===== src/rtl/fp_pkg.sv =====
// Shared floating-point types for the FPU conversion lane.
// Provides the rounding-mode encoding, the IEEE status flags, the rounded-result
// bus payload, the stage-1 payload of the binary64->binary32 narrowing converter,
// and a helper that selects the overflow result for a rounding mode.
package fp_pkg;

  localparam int unsigned FP32_BIAS      = 127;
  localparam int unsigned FP64_BIAS      = 1023;
  localparam int unsigned D2F_EXP_OFFSET = FP64_BIAS - FP32_BIAS;

  localparam int unsigned FP32_W        = 32;
  localparam int unsigned FP64_W        = 64;
  localparam int unsigned FP32_MAN_W    = 23;
  localparam int unsigned FP64_MAN_W    = 52;
  localparam int unsigned FP64_EXP_W    = 11;
  localparam int unsigned D2F_EXP_W     = 12;
  localparam int unsigned D2F_SIG_W     = FP32_MAN_W + 1;
  localparam int unsigned D2F_SHIFT_CAP = 26;
  localparam int unsigned RM_W          = 3;

  typedef enum logic [RM_W-1:0] {
    RNE = 3'b000,
    RTZ = 3'b001,
    RDN = 3'b010,
    RUP = 3'b011,
    RMM = 3'b100
  } roundmode_e;

  typedef struct packed {
    logic nv;
    logic dz;
    logic of;
    logic uf;
    logic nx;
  } status_t;

  typedef struct packed {
    logic [FP32_W-1:0] result;
    status_t           status;
  } round_res_t;

  typedef enum logic [2:0] {
    CLS_FINITE,
    CLS_ZERO,
    CLS_INF,
    CLS_QNAN,
    CLS_SNAN
  } fp_class_e;

  // Stage-1 payload; for NaNs the sig field carries the 22-bit payload.
  typedef struct packed {
    logic                 sign;
    fp_class_e            cls;
    logic [D2F_EXP_W-1:0] exp;
    logic [D2F_SIG_W-1:0] sig;
    logic                 round;
    logic                 sticky;
    logic [RM_W-1:0]      rm;
  } d2f_s1_t;

  // Result of an overflowing binary32 operation under rounding mode rm.
  function automatic logic [FP32_W-1:0] fp32_ovf_result(input logic sign,
                                                         input logic [RM_W-1:0] rm);
    logic [FP32_W-1:0] inf_v;
    logic [FP32_W-1:0] max_v;
    inf_v = {sign, 31'h7F800000};
    max_v = {sign, 31'h7F7FFFFF};
    case (rm)
      RTZ:     return max_v;
      RDN:     return sign ? inf_v : max_v;
      RUP:     return sign ? max_v : inf_v;
      default: return inf_v;
    endcase
  endfunction

endpackage


===== src/rtl/d2f_rnd.sv =====
// Rounding-increment decision for narrowing converters.
// Ports: sign, lsb, round, sticky of the truncated significand; rm rounding
// mode (encodings above RMM behave as RNE); inc_c = add one ulp.
module d2f_rnd
  import fp_pkg::*;
(
  input  logic            sign,
  input  logic            lsb,
  input  logic            round,
  input  logic            sticky,
  input  logic [RM_W-1:0] rm,
  output logic            inc_c
);

  always_comb begin
    inc_c = 1'b0;
    case (rm)
      RTZ:     inc_c = 1'b0;
      RDN:     inc_c = sign & (round | sticky);
      RUP:     inc_c = ~sign & (round | sticky);
      RMM:     inc_c = round;
      default: inc_c = round & (sticky | lsb);
    endcase
  end

endmodule


===== src/rtl/d2f.sv =====
// Pipelined binary64 -> binary32 narrowing converter with full rounding and
// IEEE exception flags. Two register stages (classify/align, round/pack) with
// valid/ready handshakes on both sides; one conversion per cycle.
// Ports: clk_i, reset_i (async, active high), flush_i (sync clear),
//   valid_i/ready_o/a_i/rm_i operand side, valid_o/ready_i/rnd_result_o result
//   side (rnd_result_o = {result[31:0], NV, DZ, OF, UF, NX}).
// Build option: FP_D2F_CANONICAL_NAN_EN makes every NaN result 0x7FC00000.
module d2f
  import fp_pkg::*;
(
  input  logic                  clk_i,
  input  logic                  reset_i,
  input  logic                  flush_i,
  input  logic                  valid_i,
  output logic                  ready_o,
  input  logic [FP64_W-1:0]     a_i,
  input  logic [RM_W-1:0]       rm_i,
  output logic                  valid_o,
  input  logic                  ready_i,
  output round_res_t            rnd_result_o
);

  localparam int unsigned WIDE_W = 1 + FP64_MAN_W + D2F_SHIFT_CAP;

  logic [FP64_EXP_W-1:0]       exp64;
  logic [FP64_MAN_W-1:0]       mant;
  logic signed [D2F_EXP_W-1:0] exp32;
  logic signed [D2F_EXP_W-1:0] sh_full;
  logic [4:0]                  sh;
  logic [WIDE_W-1:0]           wide;
  logic [WIDE_W-1:0]           shifted;
  d2f_s1_t                     s1_next;
  d2f_s1_t                     s1_q;
  logic                        s1_valid;
  logic                        s1_advance;
  logic                        s2_ready;
  logic                        in_fire;

  logic signed [D2F_EXP_W-1:0] exp_pre;
  logic                        tiny;
  logic                        inexact;
  logic                        inc_c;
  logic [FP32_W-2:0]           mag;
  logic [FP32_W-2:0]           rounded;
  round_res_t                  res_next;

  // Handshake: a stage advances when its successor is empty or advancing.
  assign s2_ready   = ~valid_o | ready_i;
  assign s1_advance = s1_valid & s2_ready;
  assign ready_o    = ~s1_valid | s1_advance;
  assign in_fire    = valid_i & ready_o;

  // Stage 1: rebias exponent and align tiny values into the subnormal grid.
  assign exp64   = a_i[62:52];
  assign mant    = a_i[FP64_MAN_W-1:0];
  assign exp32   = $signed({1'b0, exp64}) - $signed(12'(D2F_EXP_OFFSET));
  assign sh_full = 12'sd1 - exp32;
  assign sh      = (sh_full > $signed(12'(D2F_SHIFT_CAP))) ? 5'(D2F_SHIFT_CAP) : 5'(sh_full);
  assign wide    = {1'b1, mant, 26'b0};
  assign shifted = wide >> ((exp32 <= 12'sd0) ? sh : 5'd0);

  always_comb begin
    s1_next      = '0;
    s1_next.sign = a_i[63];
    s1_next.rm   = rm_i;
    if (exp64 == '1) begin
      s1_next.sig = {2'b00, mant[50:29]};
      if (mant == '0)   s1_next.cls = CLS_INF;
      else if (mant[51]) s1_next.cls = CLS_QNAN;
      else              s1_next.cls = CLS_SNAN;
    end else if (exp64 == '0) begin
      // binary64 subnormals are far below binary32 range: only sticky survives
      if (mant == '0) begin
        s1_next.cls = CLS_ZERO;
      end else begin
        s1_next.cls    = CLS_FINITE;
        s1_next.sticky = 1'b1;
      end
    end else begin
      s1_next.cls    = CLS_FINITE;
      s1_next.exp    = (exp32 <= 12'sd0) ? 12'd0 : $unsigned(exp32);
      s1_next.sig    = shifted[78:55];
      s1_next.round  = shifted[54];
      s1_next.sticky = |shifted[53:0];
    end
  end

  // Stage 2: round on {exp, mant} so a mantissa carry bumps the exponent.
  assign exp_pre = $signed(s1_q.exp);
  assign tiny    = (exp_pre == 12'sd0);
  assign inexact = s1_q.round | s1_q.sticky;
  // tiny operands have no hidden bit; exponent field comes from sig[23] (always 0)
  assign mag     = {tiny ? {7'b0, s1_q.sig[23]} : s1_q.exp[7:0], s1_q.sig[22:0]};
  assign rounded = mag + {30'b0, inc_c};

  d2f_rnd u_rnd (
    .sign   (s1_q.sign),
    .lsb    (s1_q.sig[0]),
    .round  (s1_q.round),
    .sticky (s1_q.sticky),
    .rm     (s1_q.rm),
    .inc_c  (inc_c)
  );

  always_comb begin
    res_next = '0;
    case (s1_q.cls)
      CLS_ZERO: res_next.result = {s1_q.sign, 31'b0};
      CLS_INF:  res_next.result = {s1_q.sign, 8'hFF, 23'b0};
      CLS_QNAN, CLS_SNAN: begin
`ifdef FP_D2F_CANONICAL_NAN_EN
        res_next.result = 32'h7FC00000;
`else
        res_next.result = {s1_q.sign, 8'hFF, 1'b1, s1_q.sig[21:0]};
`endif
        res_next.status.nv = (s1_q.cls == CLS_SNAN);
      end
      default: begin
        if (exp_pre >= 12'sd255 || rounded[30:23] == 8'hFF) begin
          res_next.result    = fp32_ovf_result(s1_q.sign, s1_q.rm);
          res_next.status.of = 1'b1;
          res_next.status.nx = 1'b1;
        end else begin
          res_next.result    = {s1_q.sign, rounded};
          res_next.status.nx = inexact;
          res_next.status.uf = tiny & inexact;
        end
      end
    endcase
  end

  // Pipeline registers; flush clears only the valid bits.
  always_ff @(posedge clk_i or posedge reset_i) begin
    if (reset_i) begin
      s1_valid     <= 1'b0;
      valid_o      <= 1'b0;
      s1_q         <= '0;
      rnd_result_o <= '0;
    end else begin
      if (flush_i) begin
        s1_valid <= 1'b0;
        valid_o  <= 1'b0;
      end else begin
        if (ready_o)  s1_valid <= valid_i;
        if (s2_ready) valid_o  <= s1_valid;
      end
      if (in_fire)    s1_q         <= s1_next;
      if (s1_advance) rnd_result_o <= res_next;
    end
  end

endmodule


===== config.mk =====
export PLATFORM = sky130hd
export DESIGN_NAME = d2f
export DESIGN_NICKNAME = d
export VERILOG_FILES = /design/src/rtl/fp_pkg.sv /design/src/rtl/d2f_rnd.sv /design/src/rtl/d2f.sv
export SDC_FILE = /design/constraint.sdc
export NUM_CORES = 1
export LEC_CHECK = 0
export ABC_AREA = 1
export CORE_MARGIN = 5
export CORE_UTILIZATION = 50
export CTS_BUF_LIST = sky130_fd_sc_hd__clkbuf_8
export DETAILED_ROUTE_END_ITERATION = 16
export PLACE_DENSITY = 0.8
export SLEW_MARGIN = 20
export SYNTH_ARGS = -nofsm -noshare
export SYNTH_HDL_FRONTEND = slang
export SYNTH_SLANG_ARGS = --single-unit

===== constraint.sdc =====
create_clock -name clk_i -period 4.6 [get_ports clk_i]
set_input_delay 1.15 -clock clk_i [delete_from_list [all_inputs] [get_ports clk_i]]
set_output_delay 1.15 -clock clk_i [all_outputs]
set_load 0.005 [all_outputs]

* Yosys cells after proc, flatten, opt, wreduce, memory -nomap -nowiden *
Cells that the tools add are included.

operators by class
  add/subtract/negate cells = 3
  $mul = 0
  div/mod/pow operators = 0
  $lt $le $gt $ge = 3
  equal/unequal tests = 10
  shift-type cells = 1
  muxes and demuxes = 30
  bitwise gates (word level) = 13
  reduce and logical (&&, ||, !) cells = 9

operators with widths
  cell                      number
  $pmux W32 S3              2
  $mux W32                  3
  $shr A79 B5 Y79           1
  $reduce_or A54 Y1         1
  $logic_not A52 Y1         1
  $mux W37                  1
  $add A31 B1 Y31           1
  $mux W12                  2
  $mux W24                  1
  $eq A3 B2 Y1 const B      4
  $ge A12 B9 Y1 const B     1
  $gt A12 B6 Y1 const B     1
  $le A12 B1 Y1 const B     1
  $logic_not A12 Y1         1
  $mux W1                   12
  $mux W3                   4
  $sub A11 B10 Y12 const B  1
  $sub A2 B12 Y12 const A   1
  $eq A11 B11 Y1 const B    1
  $logic_not A11 Y1         1
  $mux W5                   2
  $eq A8 B8 Y1 const B      1
  $mux W8                   1
  $and A1 B1 Y1             6
  other kinds (10)          18

word-level totals
  register bits after elaboration = 83
  latch bits = 0
  memory bits (writable) = 0
  memory bits (read-only) = 0
  word-level logic and storage cells = 83
  memories = 0

* Longest topological paths before layout *
Gate-level depths: netlist of run 1.

  depth in word-level cells = 9
  depth in mapped cells = 29
  mapped depth without buffers = 28

* Cells and area by module *
Synthesis of run 1 repeated with hierarchy kept, for this count alone.

unflattened totals
  cells, all modules = 1442
  area, all modules = 8311.7 µm²

by module, submodules not included
  module   times used  cells an instance  area an instance (µm²)  sequential area each (µm²)
  d2f      1           1428               8249.2                  2077.0
  d2f_rnd  1           14                 62.6                    0.0

* Worst setup path before layout of run 1 *
OpenSTA, ideal clock, no wires.

  path kind = input port to flip-flop
  start point = input port a_i[53]
  end point = register s1_q[3] (netlist bit)
  data arrival time = 3.500 ns
  data required time = 4.479 ns
  slack = 0.979 ns
  cell stages on the path = 22
  buffers on the path = 1
  cell sequence = inv_2 -> ha_1 -> inv_1 -> nor2_2 -> nand3_1 -> o31ai_2 -> nand2_4 -> a21oi_4 -> buf_1 -> nand3_1 -> nand2_1 -> nand2_1 -> nand2_1 -> nand2_1 -> nand2_1 -> nand2_1 -> nor2_1 -> nand2_1 -> nand2_1 -> nand3_1 -> o21bai_1 -> nand2_1

on the way
  longest elaborated chain between the ends = 9
  elaborated cells on any way between the ends = 12
  those cells by class = add/sub (2); order compare (2); eq/ne (1); shift (1); mux (4); reduce/logical (2)

RTL lines
  item                  line        text
  start, declared       d2f.sv:16   input logic [FP64_W-1:0] a_i,
  $sub A11 B10 Y12      d2f.sv:56   assign exp32 = $signed({1'b0, exp64}) - $signed(12'(D2F_EXP_OFFSET));
  $sub A2 B12 Y12       d2f.sv:57   assign sh_full = 12'sd1 - exp32;
  $gt A12 B6 Y1         d2f.sv:58   assign sh = (sh_full > $signed(12'(D2F_SHIFT_CAP))) ? 5'(D2F_SHIFT_CAP) : 5'(sh_full);
  $mux W5               d2f.sv:58
  $mux W5               d2f.sv:60   assign shifted = wide >> ((exp32 <= 12'sd0) ? sh : 5'd0);
  $shr A79 B5 Y79       d2f.sv:60
  $reduce_or A54 Y1     d2f.sv:84   s1_next.sticky = |shifted[53:0];
  $mux W1               d2f.sv:71   end else if (exp64 == '0) begin
  $mux W2 (*)           d2f.sv:66   if (exp64 == '1) begin
  end signal, assigned  d2f.sv:147  if (in_fire) s1_q <= s1_next;
  end, declared         d2f.sv:33   d2f_s1_t s1_q;

Every way passes the cells marked *; elsewhere a longest branch is shown, timed or not.
A chain may end at the register's enable or synchronous reset.

* Worst setup path after layout of run 1 *
  start point = register s1_q[1] (netlist bit)
  end point = register rnd_result_o[10] (netlist bit)

on the way
  longest elaborated chain between the ends = 7
  elaborated cells on any way between the ends = 11
  those cells by class = add/sub (1); eq/ne (5); mux (4); reduce/logical (1)

RTL lines
  item                                  line           text
  $eq A3 B3 Y1 (tied with other cells)  d2f_rnd.sv:17  case (rm)
  $pmux W1 S4                           d2f_rnd.sv:17
  $add A31 B1 Y31                       d2f.sv:94      assign rounded = mag + {30'b0, inc_c};
  $eq A8 B8 Y1                          d2f.sv:119     if (exp_pre >= 12'sd255 || rounded[30:23] == 8'hFF) begin
  $logic_or A1 B1 Y1                    d2f.sv:119
  $mux W32 (*)                          d2f.sv:119
  $pmux W32 S3 (*)                      d2f.sv:107     case (s1_q.cls)
  end signal, assigned                  d2f.sv:148     if (s1_advance) rnd_result_o <= res_next;
  end, declared                         d2f.sv:20      output round_res_t rnd_result_o

Marked as above.

==> flow_summary.ini, run 1 <==
[status]
status = complete, no violations

[setup_path]
startpoint_type = flip-flop
rrSetupSlack_ns = 0.42
cp.arrival_ns = 4.45
setup.worst_path.end_class = flip-flop
cp_slowest_cell = dfrtp_1
crit_type = reg -> reg
r2r_cells = 27
worstPathMaxFanout = 22
r2r-end = rnd_result_o[10]$_DFFE_PP0P_
crit_required_ns = 4.86
r2r-start = s1_q[1]$_DFFE_PP0P_
max_stage_delay_ns = 0.39

[worst_hold_path]
min_to = exp_pre[8]$_DFFE_PP0P_
min-delay-start = exp_pre[8]$_DFFE_PP0P_
min_path_type = reg -> reg
whs_path_depth = 2

[detailed_routing]
detail_route.iter0.violations = 762
wire_per_inst_um = 14.77
drc = 0
drt_pass1_iterations = 5
num_vias = 9365
routed_via_density = 5.532
wl_um = 25010
drtAntennaViolNets = 0

[synthesis]
avgSynthCellArea_um2 = 5.857
synth_area_leader_cell = dfrtp_1
ys_async_sr_fraction_pct = 100.0
synth.most_common_cell = nand2_1
syn-cell-area_um2 = 8118
synth.area.top_cells = dfrtp_1 26%, nand2_1 25%, nand3_1 15%
synth_edf_count = 0
synth_nets = 1464
ys_seq_elements = 83
post_synth_inst_count = 1386
synth_top_flop_cell = dfrtp_1
ys_types = 45
yosys_warnings = 0
yosysTopAreaCellShare_pct = 25.59
synth_common_cells = 549 x nand2_1, 251 x nand3_1, 116 x inv_1
seq_area_frac_synth_pct = 25.59

[clocking]
clkLatencyLatePin_ns = 0.37
hold_buffers = 0
cts.sinks = 83
cts_tree = yes
cts_root_buffer = clkbuf_8
cts_max_level = 3
clk_pin_slew_ns = 0.09
postCtsSetupRepairBufs = 0
clockBufferDepth = 2
numCtsBuffers = 9

[sta]
max_freq_mhz = 239.2
fin_hold_ws_ns = 0.4949
timing.final.crit_period_ns = 4.181
slew_headroom_pct = 54.22
finalClockSkew_ns = 0.01457
slew_viol_final = 0
finalCritPeriodShare_pct = 90.90
final-setup-viol-count = 0
finalSetupTns_ns = 0
worst_pin_slew_ns = 0.6857
setup_slack_ns = 0.4185
rsz0062_at_grt = false
hold_viol_final = 0

[floorplanning]
die_h_um = 137.4
rows = 46
start_util_pct = 51.10
die_x_um = 137.4
die-area_um2 = 18880
ioPinCount = 111
coreArea_um2 = 15890

[final_layout]
fin_nets = 1550
drive_above_1_share_pct = 6.364
area_growth_pct = 19.00
fin_cells = 1693
num_antenna_cells = 0

[placement]
portBuffers = 109
dp_slack_ns = 0.1380
place.gp.congestion = 0.9768
dp_hpwl_um = 19850
place_inst = 1677

[global_routing]
grt_usage_pct = 26.68
antenna_found_initial = 0
overflow = 0
grt_pass1_vias = 8659
grt_max_degree = 57
grt_pass1_wl_um = 40900

[power]
powerDensity_nw_per_um2 = 263.6
peakVddDrop_mv = 0.1455
leakagePower_nw = 4.873
power_mw = 2.547

[flow_run]
drv_cap = 0
kinds of logic (layout without fill, tap and decap cells):
kind of cell | Yosys count | in the layout | synth area share, %
other | 1 | 1 | 0.04619
and+or+nand+nor | 948 | 948 | 50.91
xor gates and xnor gates | 27 | 27 | 2.913
buffers and inverters | 195 | 286 | 10.28
adders and majority gates | 6 | 6 | 0.9248
DFF | 83 | 83 | 25.59
AOI/OAI and AO/OA | 126 | 126 | 9.340
flip-flops by register name (all words and copies together), names as in the netlist:
name          flops
s1_valid          1
s1_q             10
rnd_result_o     36
exp_pre          12
mag              23
valid_o           1
what timing repair did:
item | in CTS | in global routing
gates resized for setup | 0 | 2
hold endpoints to repair | 0 | 0
endpoints found under the setup margin | 0 | 21
layout make-up:
| type | count | area, µm² |
|---|---|---|
| Fill cell | 1583 | 6225 |
| Clock inverter | 7 | 60.06 |
| Clock buffer | 9 | 123.9 |
| Tap cell | 216 | 270.3 |
| Timing Repair Buffer | 143 | 1438 |
| Multi-Input combinational cell | 1108 | 5214 |
| Inverter | 127 | 478.0 |
| Sequential cell | 83 | 2077 |
metrics by stage:
step / utilization (%) / instance area (µm²)
4_1_cts: 60.78 / 9654
6_report: 60.81 / 9661
2_1_floorplan: - / 8118
3_3_place_gp: 59.62 / 9470
3_5_place_dp: 59.62 / 9470
5_1_grt: 60.81 / 9661
worst max path at each step:
stage,from,to,slack [ns]
CTS,s1_q[2]$_DFFE_PP0P_,rnd_result_o[20]$_DFFE_PP0P_,0.31
global route,s1_q[2]$_DFFE_PP0P_,rnd_result_o[10]$_DFFE_PP0P_,0.02
finish,s1_q[1]$_DFFE_PP0P_,rnd_result_o[10]$_DFFE_PP0P_,0.42
detailed placement,a_i[54],s1_q[3]$_DFFE_PP0P_,0.14
floorplan,a_i[53],s1_q[3]$_DFFE_PP0P_,0.98
global placement,a_i[54],s1_q[3]$_DFFE_PP0P_,0.19
worst max-delay path, delay by kind of cell, from the launching register on:
family	cells	cell delay (ns)
AO/OA/AOI/OAI	4	0.36
XOR/XNOR	1	0.18
flip-flops	1	0.39
AND/OR/NAND/NOR	15	2.03
adder cells (fa/ha/maj)	3	0.67
buffers and inverters	4	0.43
placed cells by master (no fill, tap or decap), types with 5 or more instances in the layout:
cell type	n
o21ai_1	18
nand3_1	250
nor2_2	8
o211ai_1	20
inv_1	115
nor4_1	11
buf_12	7
xor2_1	26
clkbuf_8	9
inv_2	11
nand2_2	7
clkdlybuf4s50_1	109
o22ai_1	9
nand3_2	5
nand2_1	549
nor3_1	20
a21oi_1	18
buf_4	26
nand4_1	18
dfrtp_1	83
o21ai_0	42
o31ai_1	10
nor2_1	64
ha_1	6
nand3b_1	5
metal layers:
layer	share of wire (%)	GRT usage (%)	wire [µm]
met2	49	47.18	12340
met4	3.9	12.08	981
met5	0	0	0
met1	41	32.54	10170
met3	6.1	2.849	1519
power by group:
group / total [mW] / switching [mW] / internal [mW]
registers: 0.948 / 0.0939 / 0.855
logic: 1.11 / 0.642 / 0.468
clock network: 0.489 / 0.284 / 0.204
Power figures use the tool's default switching activity.
==> run 2: changes to the inputs <==
--- a/config.mk
+++ b/config.mk
@@ -6,11 +6,13 @@
 export NUM_CORES = 1
 export LEC_CHECK = 0
 export ABC_AREA = 1
+export CAP_MARGIN = 40
 export CORE_MARGIN = 5
 export CORE_UTILIZATION = 50
 export CTS_BUF_LIST = sky130_fd_sc_hd__clkbuf_8
 export DETAILED_ROUTE_END_ITERATION = 16
 export PLACE_DENSITY = 0.8
+export SKIP_CTS_REPAIR_TIMING = 1
 export SLEW_MARGIN = 20
 export SYNTH_ARGS = -nofsm -noshare
 export SYNTH_HDL_FRONTEND = slang
==> results of run 2 <==
No change in the layout: final DEF, timing and power equal those of run 1.
